File: src/rtl/mem_access_ctrl_if.sv
// CPU request/response and memory bus bundle for mem_access_ctrl.
// slave = controller side, master = CPU/memory side.
interface mem_access_ctrl_if #(
    parameter int WL = 16
);
    logic          cpu_req;
    logic          cpu_we;
    logic [WL-1:0] cpu_addr;
    logic [WL-1:0] cpu_wdata;
    logic          cpu_ready;
    logic          cpu_done;
    logic [WL-1:0] cpu_rdata;
    logic          cpu_err;
    logic [WL-1:0] mra;
    logic [WL-1:0] mwd;
    logic          mwe;
    logic [WL-1:0] mrd;

    modport slave (
        input  cpu_req, cpu_we, cpu_addr, cpu_wdata, mrd,
        output cpu_ready, cpu_done, cpu_rdata, cpu_err,
        output mra, mwd, mwe
    );

    modport master (
        output cpu_req, cpu_we, cpu_addr, cpu_wdata, mrd,
        input  cpu_ready, cpu_done, cpu_rdata, cpu_err,
        input  mra, mwd, mwe
    );
endinterface

File: src/rtl/mem_access_ctrl.sv
// Single-port memory access sequencer: SETUP, optional WAIT, ACCESS, DONE.
// Optional address range check enabled by MEM_BOUNDS_CHECK_EN.
module mem_access_ctrl #(
    parameter int WL       = 16,
    parameter int WD       = 256,
    parameter int WAIT_CYC = 0
) (
    input logic           clk,
    input logic           rst,
    mem_access_ctrl_if.slave bus
);
    typedef enum logic [2:0] {
        S_IDLE,
        S_SETUP,
        S_WAIT,
        S_ACCESS,
        S_DONE
    } state_t;

    if (WAIT_CYC > 15 || WAIT_CYC < 0) begin : g_bad_wait
        $error("mem_access_ctrl: WAIT_CYC must be 0..15");
    end
    if (WD < 1) begin : g_bad_wd
        $error("mem_access_ctrl: WD must be positive");
    end

    state_t        state;
    state_t        nxt;
    logic          ready;
    logic          accept;
    logic          bad;
    logic          we_q;
    logic [3:0]    cnt;
    logic [WL-1:0] mra_q;
    logic [WL-1:0] mwd_q;
    logic          mwe_q;
    logic          done_q;
    logic [WL-1:0] rdata_q;

    // Ready is forced low while reset is held, even though state is IDLE.
    assign ready  = (state == S_IDLE) & rst;
    assign accept = bus.cpu_req & ready;

    always_ff @(posedge clk or negedge rst) begin
        if (!rst) state <= S_IDLE;
        else      state <= nxt;
    end

    always_comb begin
        nxt = state;
        unique case (1'b1)
            (state == S_IDLE): begin
                if (accept) nxt = S_SETUP;
            end
            (state == S_SETUP): begin
                if (bad)               nxt = S_DONE;
                else if (WAIT_CYC > 0) nxt = S_WAIT;
                else                   nxt = S_ACCESS;
            end
            (state == S_WAIT): begin
                if (cnt <= 4'd1) nxt = S_ACCESS;
            end
            (state == S_ACCESS): nxt = S_DONE;
            (state == S_DONE):   nxt = S_IDLE;
            default:             nxt = S_IDLE;
        endcase
    end

    always_ff @(posedge clk or negedge rst) begin
        if (!rst) begin
            we_q    <= 1'b0;
            cnt     <= 4'd0;
            mra_q   <= '0;
            mwd_q   <= '0;
            mwe_q   <= 1'b0;
            done_q  <= 1'b0;
            rdata_q <= '0;
        end else begin
            if (accept) begin
                we_q  <= bus.cpu_we;
                mra_q <= bus.cpu_addr;
                mwd_q <= bus.cpu_wdata;
            end
            if (state == S_SETUP)     cnt <= 4'(WAIT_CYC);
            else if (state == S_WAIT) cnt <= cnt - 4'd1;
            mwe_q  <= (nxt == S_ACCESS) & we_q;
            done_q <= (nxt == S_DONE);
            if (state == S_ACCESS && !we_q) rdata_q <= bus.mrd;
        end
    end

`ifdef MEM_BOUNDS_CHECK_EN
    logic err_q;
    logic err_o;

    always_ff @(posedge clk or negedge rst) begin
        if (!rst) begin
            err_q <= 1'b0;
            err_o <= 1'b0;
        end else begin
            if (accept)
                err_q <= ({1'b0, bus.cpu_addr} >= (WL+1)'(WD));
            err_o <= (nxt == S_DONE) & err_q;
        end
    end

    assign bad         = err_q;
    assign bus.cpu_err = err_o;
`else
    assign bad         = 1'b0;
    assign bus.cpu_err = 1'b0;
`endif

    assign bus.cpu_ready = ready;
    assign bus.cpu_done  = done_q;
    assign bus.cpu_rdata = rdata_q;
    assign bus.mra       = mra_q;
    assign bus.mwd       = mwd_q;
    assign bus.mwe       = mwe_q;
endmodule

File: src/flat_wrapper.sv
// flat-port wrapper written by rule: the top's interface ports become plain ports
module mem_access_ctrl_flat 
#(
    parameter int WL       = 16,
    parameter int WD       = 256,
    parameter int WAIT_CYC = 0
)
  (clk, rst, bus_cpu_req, bus_cpu_we, bus_cpu_addr, bus_cpu_wdata, bus_mrd, bus_cpu_ready, bus_cpu_done, bus_cpu_rdata, bus_cpu_err, bus_mra, bus_mwd, bus_mwe);
  mem_access_ctrl_if #(.WL(WL)) bus_i ();
  input logic clk;
  input logic rst;
  input wire logic [$bits(bus_i.cpu_req)-1:0] bus_cpu_req;
  input wire logic [$bits(bus_i.cpu_we)-1:0] bus_cpu_we;
  input wire logic [$bits(bus_i.cpu_addr)-1:0] bus_cpu_addr;
  input wire logic [$bits(bus_i.cpu_wdata)-1:0] bus_cpu_wdata;
  input wire logic [$bits(bus_i.mrd)-1:0] bus_mrd;
  output wire logic [$bits(bus_i.cpu_ready)-1:0] bus_cpu_ready;
  output wire logic [$bits(bus_i.cpu_done)-1:0] bus_cpu_done;
  output wire logic [$bits(bus_i.cpu_rdata)-1:0] bus_cpu_rdata;
  output wire logic [$bits(bus_i.cpu_err)-1:0] bus_cpu_err;
  output wire logic [$bits(bus_i.mra)-1:0] bus_mra;
  output wire logic [$bits(bus_i.mwd)-1:0] bus_mwd;
  output wire logic [$bits(bus_i.mwe)-1:0] bus_mwe;
  assign bus_i.cpu_req = bus_cpu_req;
  assign bus_i.cpu_we = bus_cpu_we;
  assign bus_i.cpu_addr = bus_cpu_addr;
  assign bus_i.cpu_wdata = bus_cpu_wdata;
  assign bus_i.mrd = bus_mrd;
  assign bus_cpu_ready = bus_i.cpu_ready;
  assign bus_cpu_done = bus_i.cpu_done;
  assign bus_cpu_rdata = bus_i.cpu_rdata;
  assign bus_cpu_err = bus_i.cpu_err;
  assign bus_mra = bus_i.mra;
  assign bus_mwd = bus_i.mwd;
  assign bus_mwe = bus_i.mwe;
  mem_access_ctrl #(.WL(WL), .WD(WD), .WAIT_CYC(WAIT_CYC)) u_core (.clk(clk), .rst(rst), .bus(bus_i));
endmodule
File: config.mk
export PLATFORM = sky130hd
export DESIGN_NAME = mem_access_ctrl_flat
export DESIGN_NICKNAME = d
export VERILOG_FILES = /design/src/rtl/mem_access_ctrl_if.sv /design/src/rtl/mem_access_ctrl.sv /design/src/flat_wrapper.sv
export SDC_FILE = /design/constraint.sdc
export NUM_CORES = 1
export LEC_CHECK = 0
export CELL_PAD_IN_SITES_DETAIL_PLACEMENT = 0
export CELL_PAD_IN_SITES_GLOBAL_PLACEMENT = 1
export CORE_UTILIZATION = 36
export DETAILED_ROUTE_END_ITERATION = 8
export GPL_ROUTABILITY_DRIVEN = 0
export PLACE_DENSITY_LB_ADDON = 0.1
export SLEW_MARGIN = 20
export SYNTH_ARGS = -nofsm -noshare
export SYNTH_HDL_FRONTEND = slang
export SYNTH_SLANG_ARGS = --single-unit
File: constraint.sdc
create_clock -name clk -period 3.8 [get_ports clk]
set_clock_uncertainty 0.05 [all_clocks]
set_input_delay 0.76 -clock clk [delete_from_list [all_inputs] [get_ports clk]]
set_output_delay 0.76 -clock clk [all_outputs]
set_load 0.005 [all_outputs]
==> flow_summary.yaml <==
timing:
  fin_crit_sh_pct: 68.9
  finalSetupTns_ns: 0
  tightestPinTransition_ns: 0.731
  relSlewSlack_pct: 51.3
  slew_violations: 0
  setup_violations: 0
  fin_crit_ns: 2.62
  rsz0062_at_grt: "false"
  max_freq_mhz: 382
  finalHoldViolCount: 0
cts:
  clk_latency_ns: 0.32
  cts_resized: 0
  clkSinkCount: 58
  htree_levels: 3
  cts.clk_slew.worst_paths_ns: 0.06
  post-cts-setup-buffers: 0
  cts_tree: "yes"
  cts_root_buf: "clkbuf_8"
  numCtsBuffers: 9
  clockBufferDepth: 2
  holdBufCountCts: 0
cells_and_area:
  fin_cells: 344
  layout.nets: 316
  antenna_cells: 0
  area_growth_syn_to_layout_pct: 53.0
  layout-drive-gt1-share_pct: 26.2
  post-route-util_pct: 58.2
setup_path:
  cp_top_family: "buffers and inverters"
  cp_num_buf_inv: 1
  path_class: "reg -> out"
  worstPathMaxFanout: 14
  cp_cell_sequence: "nor4b_4 -> clkdlybuf4s50_1"
  slowest_stage: "clkdlybuf4s50_1"
  required_ns: 2.99
  cp-start-kind: "register"
  slowest_delay_ns: 0.56
  arrival_ns: 1.81
  end_kind: "output pin"
drt:
  vias: 1617
  wirelength_microns: 4970
  drcViolationCount: 11
  post_drt_wl_per_cell_microns: 14.4
  drtAntennaViolNets: 0
  firstDrtPassIters: 8
  viasPerCell: 4.70
  initialDrtViolationCount: 64
outcome:
  status: "complete, but fails checks"
  failed_checks: "design-rule violations"
yosys:
  avgSynthCellArea_sq_um: 15.8
  netlist.area_leader.share_pct: 59.0
  synth_edf_count: 0
  synth_mux_area_share_pct: 26.9
  synth_seq_cells: 58
  ys_warn_count: 0
  synthSimpleGateAreaFrac_pct: 5.29
  yosysTopAreaCell: "dfrtp_1"
  ys.flop_type: "dfrtp_1"
  ys_top_cells_by_area: "dfrtp_1, mux2_4, mux2_2"
  synthCells: 156
  synth_compound_area_share_pct: 3.92
  syn-num-nets: 210
  ys_seq_area_share_pct: 59.0
  syn_area_sq_um: 2460
  synth.distinct_cells: 28
  synth_top_family_by_area: "multiplexers"
  synth-async-reset-ratio_pct: 100
  synth-xor-area-share_pct: 0
  synth_adder_area_share_pct: 1.02
placed_design:
  dp_hpwl_microns: 3330
  dp.cells: 328
  port_buffers: 102
die:
  dieArea_sq_um: 7160
  core_area_sq_um: 6460
  die_height_microns: 84.6
  start_util_pct: 38.1
  die_w_microns: 84.6
  row_count: 29
  io_pins: 104
global_route:
  track_usage_pct: 14.7
  grt_start_max_net_pins: 59
  antenna_found_initial: 0
  grt_pass1_vias: 1597
  grt_pass1_wl_microns: 7900
  overflow: 0
flow_run:
  cap_violations: 0
min_path:
  hold_path_class: "reg -> reg"
power_and_ir_drop:
  leakage_nw: 1.70
  max-vdd-ir-drop_v: 0.000365
  powerDensity_nw_per_um2: 826
-- layout make-up --
cell class / instances / area (sq um)
clock buffers: 11 / 151
clock inverters: 5 / 100
fillers: 563 / 2700
inverters: 4 / 15.0
multi-input cells: 85 / 916
flip-flops and latches: 58 / 1450
well taps: 77 / 96.3
repair buffers: 104 / 1030
-- synth_stat cells, types with 2 or more instances --
cell type and instances:
o21ai_0 6, dfrtp_1 58, nand2b_1 3, and3b_1 2
nor2_1 2, clkbuf_1 2, ha_1 2, mux2_2 20
a21oi_1 5, nor3_1 3, buf_6 5, mux2_4 29
inv_1 4
-- state kept, by name (all words and copies together) (netlist names) --
name                  cells
u_core.bus.mwd           16
u_core.state              3
u_core.cnt                4
u_core.we_q               1
u_core.bus.mwe            1
u_core.bus.cpu_rdata     16
u_core.bus.mra           16
u_core.bus.cpu_done       1
-- cell usage in the layout (no fill, tap or decap), types with 3 or more instances in the layout --
master	count
clkdlybuf4s50_1	101
dfrtp_1	58
nand2b_1	3
o21ai_0	6
a21oi_1	5
inv_1	4
nor3_1	3
clkbuf_8	11
mux2_2	20
mux2_4	29
bufinv_16	3
-- worst paths after layout --
check	from	to	slack [ns]	cells past startpoint
max reg2reg	u_core.state[0]	u_core.bus.mra[8]	1.86	3
min in group asynchronous	rst	u_core.bus.cpu_rdata[8]	0.58	2
max	u_core.state[0]	bus_cpu_ready	1.18	2
max in group asynchronous	rst	u_core.bus.mra[12]	2.64	2
min reg2reg	u_core.bus.cpu_rdata[5]	u_core.bus.cpu_rdata[5]	0.45	1
min	u_core.bus.cpu_rdata[5]	u_core.bus.cpu_rdata[5]	0.45	1
-- kinds of logic after synthesis --
group	count (synthesis)
DFF	58
other	1
muxes	49
buffers and inverters	13
AOI/OAI and AO/OA	16
adders and majority gates	2
and+or+nand+nor	17
-- power by group --
part | internal [mW] | switching [mW] | total [mW] | leakage, nW
combinational | 0.918 | 0.349 | 1.27 | 0.871
clock | 0.469 | 0.237 | 0.706 | 0.129
sequential | 0.925 | 0.208 | 1.13 | 0.698
-- metal layers --
layer,track usage [%],part of all wire (%),vias up
met5,0,0,-
met4,7.40,1.0,0
met3,4.13,8.8,5
met2,22.0,44,66
met1,19.5,46,780
li1,-,-,766
-- per-stage QoR --
stage	total power [mW]	cell area, sq um	setup WS [ns]	hold slack [ns]
floorplan	1.74	2460	1.98	0.414
global placement	2.41	3510	1.29	0.437
detailed placement	2.42	3510	1.28	0.442
CTS	3.15	3760	1.15	0.457
global route	3.31	3760	1.10	0.468
finish	3.11	3760	1.18	0.455
Power figures use the tool's default switching activity.
